==> src/rtl/kmeans_pkg.sv <==
// rtl/kmeans_pkg.sv - shared constants and types for the k-means convergence check
package kmeans_pkg;

    localparam int CENT_NUM  = 8;
    localparam int COORD_W   = 13;
    localparam int COORD_NUM = 7;
    localparam int DATA_W    = COORD_NUM * COORD_W;
    localparam int IDX_W     = $clog2(CENT_NUM);

    typedef logic [COORD_W-1:0] coord_t;
    typedef logic [DATA_W-1:0]  cent_t;

    typedef enum logic {
        IDLE   = 1'b0,
        ACTIVE = 1'b1
    } conv_state_e;

endpackage

==> src/rtl/coord_diff_cmp.sv <==
// rtl/coord_diff_cmp.sv - per-coordinate |new-old| <= threshold, ANDed over the centroid
module coord_diff_cmp
    import kmeans_pkg::*;
(
    input  cent_t  old_centroid,
    input  cent_t  new_centroid,
    input  coord_t threshold,
    output logic   all_ok
);

    logic [COORD_W:0] diff;
    logic [COORD_W:0] mag;

    // One extra bit holds the sign of the unsigned difference; negate when it is set.
    always_comb begin
        all_ok = 1'b1;
        diff   = '0;
        mag    = '0;
        for (int i = 0; i < COORD_NUM; i++) begin
            diff   = {1'b0, new_centroid[i*COORD_W +: COORD_W]}
                   - {1'b0, old_centroid[i*COORD_W +: COORD_W]};
            mag    = diff[COORD_W] ? (~diff + 1'b1) : diff;
            all_ok = all_ok & (mag <= {1'b0, threshold});
        end
    end

endmodule

==> src/rtl/convergence_check_block.sv <==
// rtl/convergence_check_block.sv - centroid register file and per-iteration convergence check
module convergence_check_block
    import kmeans_pkg::*;
(
    input  logic                       clk,
    input  logic                       rst_n,
    input  logic                       start,
    input  logic                       cent_valid,
    input  logic [IDX_W-1:0]           cent_idx,
    input  logic                       divide_by_0,
    input  logic [DATA_W-1:0]          new_centroid,
    input  logic [COORD_W-1:0]         threshold,
    input  logic                       init_we,
    input  logic [IDX_W-1:0]           init_idx,
    input  logic [DATA_W-1:0]          init_centroid,
    output logic [CENT_NUM*DATA_W-1:0] centroids,
    output logic                       busy,
    output logic                       done,
    output logic                       converged
);

    conv_state_e                       state_q, state_d;
    logic [CENT_NUM-1:0]               seen_q, seen_d;
    logic [CENT_NUM-1:0]               ok_q, ok_d;
    logic [CENT_NUM-1:0][DATA_W-1:0]   cent_q, cent_d;
    logic                              done_q, done_d;
    logic                              conv_q, conv_d;

    logic                              all_ok;
    logic                              beat_ok;
    logic [CENT_NUM-1:0]               idx_oh;
    logic [CENT_NUM-1:0]               seen_new;
    logic [CENT_NUM-1:0]               ok_new;

    coord_diff_cmp u_cmp (
        .old_centroid (cent_q[cent_idx]),
        .new_centroid (new_centroid),
        .threshold    (threshold),
        .all_ok       (all_ok)
    );

    // Masks as they would stand after the current beat; an empty cluster always counts as converged.
    always_comb begin
        idx_oh   = CENT_NUM'(1) << cent_idx;
        beat_ok  = divide_by_0 | all_ok;
        seen_new = seen_q | idx_oh;
        ok_new   = (ok_q & ~idx_oh) | (beat_ok ? idx_oh : '0);
    end

    // Next-state: FSM, masks, register file writes and the completion pulse.
    always_comb begin
        state_d = state_q;
        seen_d  = seen_q;
        ok_d    = ok_q;
        cent_d  = cent_q;
        done_d  = 1'b0;
        conv_d  = conv_q;
        unique case (state_q)
            IDLE: begin
                if (init_we) begin
                    cent_d[init_idx] = init_centroid;
                end
                if (start) begin
                    state_d = ACTIVE;
                    seen_d  = '0;
                    ok_d    = '0;
                    conv_d  = 1'b0;
                end
            end
            ACTIVE: begin
                if (start) begin
                    seen_d = '0;
                    ok_d   = '0;
                    conv_d = 1'b0;
                end else if (cent_valid) begin
                    if (!divide_by_0) begin
                        cent_d[cent_idx] = new_centroid;
                    end
                    seen_d = seen_new;
                    ok_d   = ok_new;
                    if (&seen_new) begin
                        done_d  = 1'b1;
                        conv_d  = &ok_new;
                        state_d = IDLE;
                    end
                end
            end
            default: state_d = IDLE;
        endcase
    end

    // State registers with asynchronous active-low reset.
    always_ff @(posedge clk or negedge rst_n) begin
        if (!rst_n) begin
            state_q <= IDLE;
            seen_q  <= '0;
            ok_q    <= '0;
            cent_q  <= '0;
            done_q  <= 1'b0;
            conv_q  <= 1'b0;
        end else begin
            state_q <= state_d;
            seen_q  <= seen_d;
            ok_q    <= ok_d;
            cent_q  <= cent_d;
            done_q  <= done_d;
            conv_q  <= conv_d;
        end
    end

    assign centroids = cent_q;
    assign busy      = (state_q == ACTIVE);
    assign done      = done_q;
    assign converged = conv_q;

endmodule

==> config.mk <==
export PLATFORM = sky130hd
export DESIGN_NAME = convergence_check_block
export DESIGN_NICKNAME = d
export VERILOG_FILES = /design/src/rtl/kmeans_pkg.sv /design/src/rtl/coord_diff_cmp.sv /design/src/rtl/convergence_check_block.sv
export SDC_FILE = /design/constraint.sdc
export NUM_CORES = 2
export LEC_CHECK = 0
export ABC_AREA = 1
export CAP_MARGIN = 20
export CORE_AREA = 2 2 363 365
export CTS_BUF_LIST = sky130_fd_sc_hd__clkbuf_4 sky130_fd_sc_hd__clkbuf_8 sky130_fd_sc_hd__clkbuf_16
export DETAILED_ROUTE_END_ITERATION = 8
export DIE_AREA = 0 0 365 367
export PLACE_DENSITY = 0.71
export SLEW_MARGIN = 25
export SYNTH_ARGS = -nofsm -noshare
export SYNTH_HDL_FRONTEND = slang
export SYNTH_SLANG_ARGS = --single-unit
export TNS_END_PERCENT = 50
==> constraint.sdc <==
create_clock -name clk -period 10.5 [get_ports clk]
set_input_delay 2.625 -clock clk [delete_from_list [all_inputs] [get_ports clk]]
set_output_delay 2.625 -clock clk [all_outputs]
set_load 0.05 [all_outputs]
# [After elaboration in Yosys (flattened, before gate mapping)]
# Cells that the tools add are included.
[totals] ff_bits=747 word_cells=114
[op_classes] n_shift=1 addsub=14 eq_ne=7 muxes=42 magnitude_cmp=11 n_reduce_logical=7 n_bitwise=19
[ops] operator="two-way mux 728 bit" count=4
[ops] operator="bitwise mux 728 bit" count=2
[ops] operator="case mux 728 bit (2 select lines)" count=1
[ops] operator="demux 91 bit (select 3 bit)" count=2
[ops] operator="binary-select mux 91 bit (select 3 bit)" count=1
[ops] operator="two-way mux 91 bit" count=3
[ops] operator="adder 14 x 1 -> 14 bit (second input constant)" count=7
[ops] operator="less-or-equal comparator 14 x 13 -> 1 bit" count=7
[ops] operator="two-way mux 14 bit" count=7
[ops] operator="inverter 14 bit" count=7
[ops] operator="subtractor 13 x 13 -> 14 bit" count=7
[ops] operator="two-way mux 8 bit" count=6
[ops] operator="case mux 8 bit (2 select lines)" count=2
[ops] operator="bitwise OR 8 bit" count=2
[ops] operator="AND reduction 8 bit" count=2
[ops] operator="two-way mux 1 bit" count=12
[ops] operator="inequality test 2 bit (second input constant)" count=5
[ops] operator="AND 8 bit" count=1
[ops] operator="< comparator 3 x 4 -> 1 bit (second input constant)" count=2
[ops] operator="inverter 8 bit" count=1
[ops] operator="<< shifter 1 x 3 -> 8 bit (first input constant)" count=1
[ops] operator="AND 1 bit" count=6
[ops] operator="greater-or-equal comparator 3 x 1 -> 1 bit (second input constant)" count=2
[ops] operator="case mux 1 bit (2 select lines)" count=2
[ops] operator="other kinds (8)" count=9

# [Longest topological paths before layout]
[logic_depth] depth_word=21 ltp_mapped=47 mapped_depth_nobuf=46

# [Cells and area by module]
# From an unflattened synthesis, not the netlist that was laid out.
[hier_totals] cells_unflattened=6878 hier_area_um2=49347.3
[by_module_without_submodules] mod="convergence_check_block" area_per_inst_um2=40216.1 seq_area_each_um2=18692.9 cells_each=5263 n_inst=1
[by_module_without_submodules] mod="coord_diff_cmp" area_per_inst_um2=9131.3 seq_area_each_um2=0.0 cells_each=1615 n_inst=1

# [Worst setup path after synthesis]
# OpenSTA, ideal clock, no wires.
[synth_path] path_type="input -> register" from="input cent_idx[0]" to="register conv_q, in the netlist converged" setup_slack_ns=3.112 cell_stages=43 required_time_ns=10.434 path_buffers=3 t_arrival_ns=7.322 setup_ns=0.066 path_cell_list="nand2_1 clkbuf_1 clkbuf_1 clkbuf_1 o2111ai_1 nand2_1 o21ai_0 ha_1 fa_1 inv_1 nand2_1 o21ai_2 xor2_1 nor3b_1 nand3_1 nor2_1 nand2_1 nand2_1 [... 7 more ...] nand2_1 nand2_1 nand2_1 nand2_1 nand2_1 nand2_1 nand2_1 nor2_1 nand3_1 nor2_1 nand3_2 nand2_4 nand2_1 nand2_1 nand2_1 nor2_1 nand3_1 nand2_1"
[synth_via] elab_chain_len=21 word_cells_on_any_way=58 cone_classes="14 x add/sub; 7 x order compare; 1 x eq/ne; 1 x shift; 14 x mux; 18 x bitwise; 3 x reduce/logical"
[synth_lines] element="start: declaration" line="convergence_check_block.sv:9" text="input logic [IDX_W-1:0] cent_idx,"
[synth_lines] element="binary-select mux 91 bit (select 3 bit)" line="convergence_check_block.sv:36" text=".old_centroid (cent_q[cent_idx]),"
[synth_lines] element="two-way mux 91 bit (not written as such)" line="convergence_check_block.sv:36"
[synth_lines] element="subtractor 13 x 13 -> 14 bit" line="coord_diff_cmp.sv:21" text="- {1'b0, old_centroid[i*COORD_W +: COORD_W]};"
[synth_lines] element="inverter 14 bit" line="coord_diff_cmp.sv:22" text="mag = diff[COORD_W] ? (~diff + 1'b1) : diff;"
[synth_lines] element="adder 14 x 1 -> 14 bit" line="coord_diff_cmp.sv:22"
[synth_lines] element="two-way mux 14 bit" line="coord_diff_cmp.sv:22"
[synth_lines] element="less-or-equal comparator 14 x 13 -> 1 bit" line="coord_diff_cmp.sv:23" text="all_ok = all_ok & (mag <= {1'b0, threshold});"
[synth_lines] element="AND 1 bit (6 in a row)" line="coord_diff_cmp.sv:23"
[synth_lines] element="bitwise OR 1 bit" line="convergence_check_block.sv:45" text="beat_ok = divide_by_0 | all_ok;"
[synth_lines] element="two-way mux 8 bit" line="convergence_check_block.sv:47" text="ok_new = (ok_q & ~idx_oh) | (beat_ok ? idx_oh : '0);"
[synth_lines] element="bitwise OR 8 bit" line="convergence_check_block.sv:47"
[synth_lines] element="AND reduction 8 bit" line="convergence_check_block.sv:83" text="conv_d = &ok_new;"
[synth_lines] element="two-way mux 1 bit" line="convergence_check_block.sv:81" text="if (&seen_new) begin"
[synth_lines] element="two-way mux 1 bit" line="convergence_check_block.sv:75" text="end else if (cent_valid) begin"
[synth_lines] element="two-way mux 1 bit" line="convergence_check_block.sv:71" text="if (start) begin"
[synth_lines] element="case mux 1 bit (2 select lines)" line="convergence_check_block.sv:58" text="unique case (state_q)"
[synth_lines] element="end signal: assignment" line="convergence_check_block.sv:107" text="conv_q <= conv_d;"
[synth_lines] element="end: declaration" line="convergence_check_block.sv:27" text="logic conv_q, conv_d;"
# Several ways; a longest one is shown, not always the timed one. The select of a mux whose other input is x is not followed.
# A chain may end at the register's enable or synchronous reset.

# [Worst setup path in the final report]
[layout_path] from="input cent_idx[1]" to="register conv_q, in the netlist converged"
# Same word-level chain as after synthesis.

==> flow_summary.toml <==
[clock_network]
holdBufCountCts = 0
root_buffer = "clkbuf_16"
clk_pin_slew_worst_paths_ps = 60
post-cts-setup-buffer-count = 0
cts-resized-gates = 0
cts_tree = "built"
cts_max_level = 3
cts_buffers = 88
clkSinkCount = 747
insertion_delay_ps = 670
clockBufferDepth = 3

[critical_path]
crit_arrival_ps = 9510
cpPeakStageDelay_ps = 710
crit_end = "converged"
r2r_cells = 36
r2r_setup_slack_ps = 4850
reg2reg_to = "converged"
timing.rr.start = "centroids[208]"
setup.worst_path.end_class = "register"
critPathLaunchType = "primary input"
criticalPathCategory = "in -> reg"
critPathMaxFanout = 43
worstPathRequired_ps = 11110
crit_start = "cent_idx[1]"
cpMostUsedCell = "nand2_1"
critPathSlowestCell = "clkdlybuf4s50_1"

[placement]
io_buffers = 937
dpl.hpwl_um = 170800
dp_cells = 8552
gp_congestion = 0.9439
postPlaceCellArea_um2 = 59040

[grt]
grt_pass1_wl_um = 368000
antenna_found_initial = 48
use_met3 = 0.1322
gr-total-overflow = 0
grt_max_degree = 154
use_met2 = 0.5435
grt_pass1_vias = 52060
grtUsageMet1 = 0.4564
busiest_layer = "met2"
grt_use_total = 0.3737

[timing]
relSlewSlack = 0.1857
fin_crit_ps = 8901
fin_setup_tns_ps = 0
setup_viol = 0
drv_slew = 0
hold_viol = 0
fin_crit_sh = 0.8477
worst_pin_slew_ps = 1221
fmax_mhz = 112.4
rsz0062_at_grt = "false"
clock_skew_ps = 25.72

[die]
core_um2 = 130500
pin_count = 938
start_util = 0.3686
dieArea_um2 = 134000
floorplan.rows = 133
die_h_um = 367
die_w_um = 365

[drt]
dr.pass1.iters = 9
drt_iter0_drc = 8170
ant_nets = 0
wl_per_cell_um = 29.81
drc = 1
drt-total-wl_um = 260600
via_count = 54640
viasPerCell = 6.249

[synth]
syn-num-nets = 6592
syn_area_per_cell_um2 = 7.770
synth_cell_types = 65
synth_cells = 6189
ys_seq_area_frac = 0.3887
synth_edf_count = 0
async_reset_ff_frac = 1.000
yosys_warnings = 0
ys_ff_latch = 747
syn_area_um2 = 48090
synthFlopType = "dfrtp_1"

[outcome]
outcome = "finished, violations left"
violations = "DRC"

[cells_and_area]
nets = 7290
final_area_um2 = 62020
final_cells = 8743
drive_gt1_frac = 0.08652
syn2layout_area_growth_pct = 28.96

[pwr]
ir_worst_vdd_mv = 0.1228
power_density_nw_per_um2 = 189.3
pwr-share-seq = 0.314
p_sw_mw = 5.098
p_int_mw = 6.645
power.total_mw = 11.74
power.share.clock = 0.268
leakagePower_nw = 27.48
combPwrFrac = 0.418
switching_share = 0.4342

[min_path]
hp-class = "reg -> reg"

[run]
drv_cap = 0
synth_stat cells (8+ instances only):
master        n  area share
nor3_1       11      0.0011
buf_4         9      0.0014
o2111ai_1    66       0.012
nor2_1      201       0.016
buf_1        26      0.0020
o21bai_1     11      0.0017
dfrtp_1     747        0.39
xor2_1       67       0.012
nand2_2      15      0.0020
a21oi_1     152       0.016
buf_2        79      0.0082
a32o_1       16      0.0033
xnor2_1      38      0.0069
nand4_1      41      0.0053
nand3b_1     14      0.0022
nand3_1     175       0.018
o32ai_1      39      0.0071
nand2_1    1588        0.12
clkbuf_1    304       0.024
o22ai_1     748       0.097
nor2_2        8      0.0010
o21ai_0     564       0.059
ha_1        189       0.049
mux2_2      262       0.061
o221ai_1     11      0.0020
a221oi_1     23      0.0042
o21ai_1       8     0.00083
inv_1       658       0.051
inv_2        14      0.0011
mux2_1        9      0.0021
layout by cell type, fill, tap and decap left out, drive strengths merged, types with 4 or more instances in the layout:
| master | synthesis | final |
|---|---|---|
| a21boi | 4 | 4 |
| o221ai | 11 | 11 |
| nand4 | 42 | 42 |
| a22oi | 7 | 7 |
| nand2 | 1604 | 1604 |
| fa | 7 | 7 |
| a21o | 4 | 4 |
| o21a | 5 | 5 |
| a21oi | 158 | 158 |
| nand3 | 179 | 179 |
| xnor2 | 43 | 43 |
| o22ai | 749 | 749 |
| ha | 189 | 189 |
| nor3 | 12 | 12 |
| or2 | 7 | 7 |
| o21ai | 573 | 573 |
| o211ai | 8 | 8 |
| buf | 114 | 92 |
| nor2 | 210 | 210 |
| o21bai | 12 | 12 |
| xor2 | 69 | 69 |
| o2111ai | 66 | 66 |
| diode | 0 | 42 |
| o32ai | 39 | 39 |
| a211oi | 9 | 9 |
| nand3b | 15 | 15 |
| mux2 | 271 | 271 |
| bufinv | 0 | 4 |
| clkinv | 3 | 12 |
| a221oi | 23 | 23 |
| a32o | 16 | 16 |
| dfrtp | 747 | 747 |
| clkdlybuf4s50 | 0 | 934 |
| a31oi | 6 | 6 |
| clkbuf | 304 | 131 |
| inv | 673 | 675 |
state kept, by name (all words and copies together), names as in the netlist:
name,count
seen_q,8
converged,1
ok_q,8
busy,1
centroids,728
done,1
routing by layer:
layer	wire length, um	up-vias	part of all wire
met1	93130	25810	0.36
met2	108800	4795	0.42
met5	31	-	0.00012
met3	36790	1281	0.14
met4	21820	6	0.084
li1	-	22750	-
worst max-delay path: cells and delay by family:
kind / cells / cell delay [ps]
and+or+nand+nor: 24 / 2780
buffers and inverters: 6 / 1690
AOI/OAI and AO/OA: 7 / 1430
adders and majority gates: 2 / 670
xor gates and xnor gates: 1 / 190
power by group through the flow:
stage	sequential, mW	combinational [mW]	clock [mW]
2_1_floorplan	4.97	1.69	0
3_3_place_gp	3.70	4.79	0
3_5_place_dp	3.69	4.83	0
4_1_cts	3.65	4.86	3.16
5_1_grt	3.70	5.23	3.26
6_report	3.69	4.90	3.15
cell families (layout without fill, tap and decap cells):
group / Yosys count / count (layout) / synth area share
AOI/OAI and AO/OA: 1694 / 1694 / 0.2127
xor gates and xnor gates: 112 / 112 / 0.02149
adders and majority gates: 196 / 196 / 0.05209
buffers and inverters: 1094 / 1851 / 0.08820
DFF: 747 / 747 / 0.3887
muxes: 271 / 271 / 0.06346
other: 0 / 42 / 0
and+or+nand+nor: 2075 / 2075 / 0.1733
per-stage QoR:
stage          hold slack, ps  utilization  worst slack (ps)
2_1_floorplan           478.6            -              3112
3_3_place_gp            493.2       0.4521             787.7
3_5_place_dp            495.7       0.4525             848.5
4_1_cts                 512.5       0.4744              1547
5_1_grt                 527.0       0.4753              1086
6_report                512.5       0.4754              1599
layout make-up:
type	count	area, um^2
clock inverters	18	224.0
well taps	1755	2196
clock buffers	131	2636
multi-input cells	4348	25330
inverters	676	2587
flip-flops and latches	747	18700
fillers	12600	68440
diodes	42	105.1
repair buffers	1026	10250
how the worst min path moves through the flow:
stage | start | endpoint | slack, ps | cells after the start
2_1_floorplan | ok_q[1] | ok_q[1] | 480 | 2
6_report | centroids[150] | centroids[150] | 510 | 2
3_3_place_gp | ok_q[3] | ok_q[3] | 490 | 2
3_5_place_dp | centroids[181] | centroids[181] | 500 | 2
5_1_grt | ok_q[5] | ok_q[5] | 530 | 2
4_1_cts | centroids[150] | centroids[150] | 510 | 2
Power figures use the tool's default switching activity.
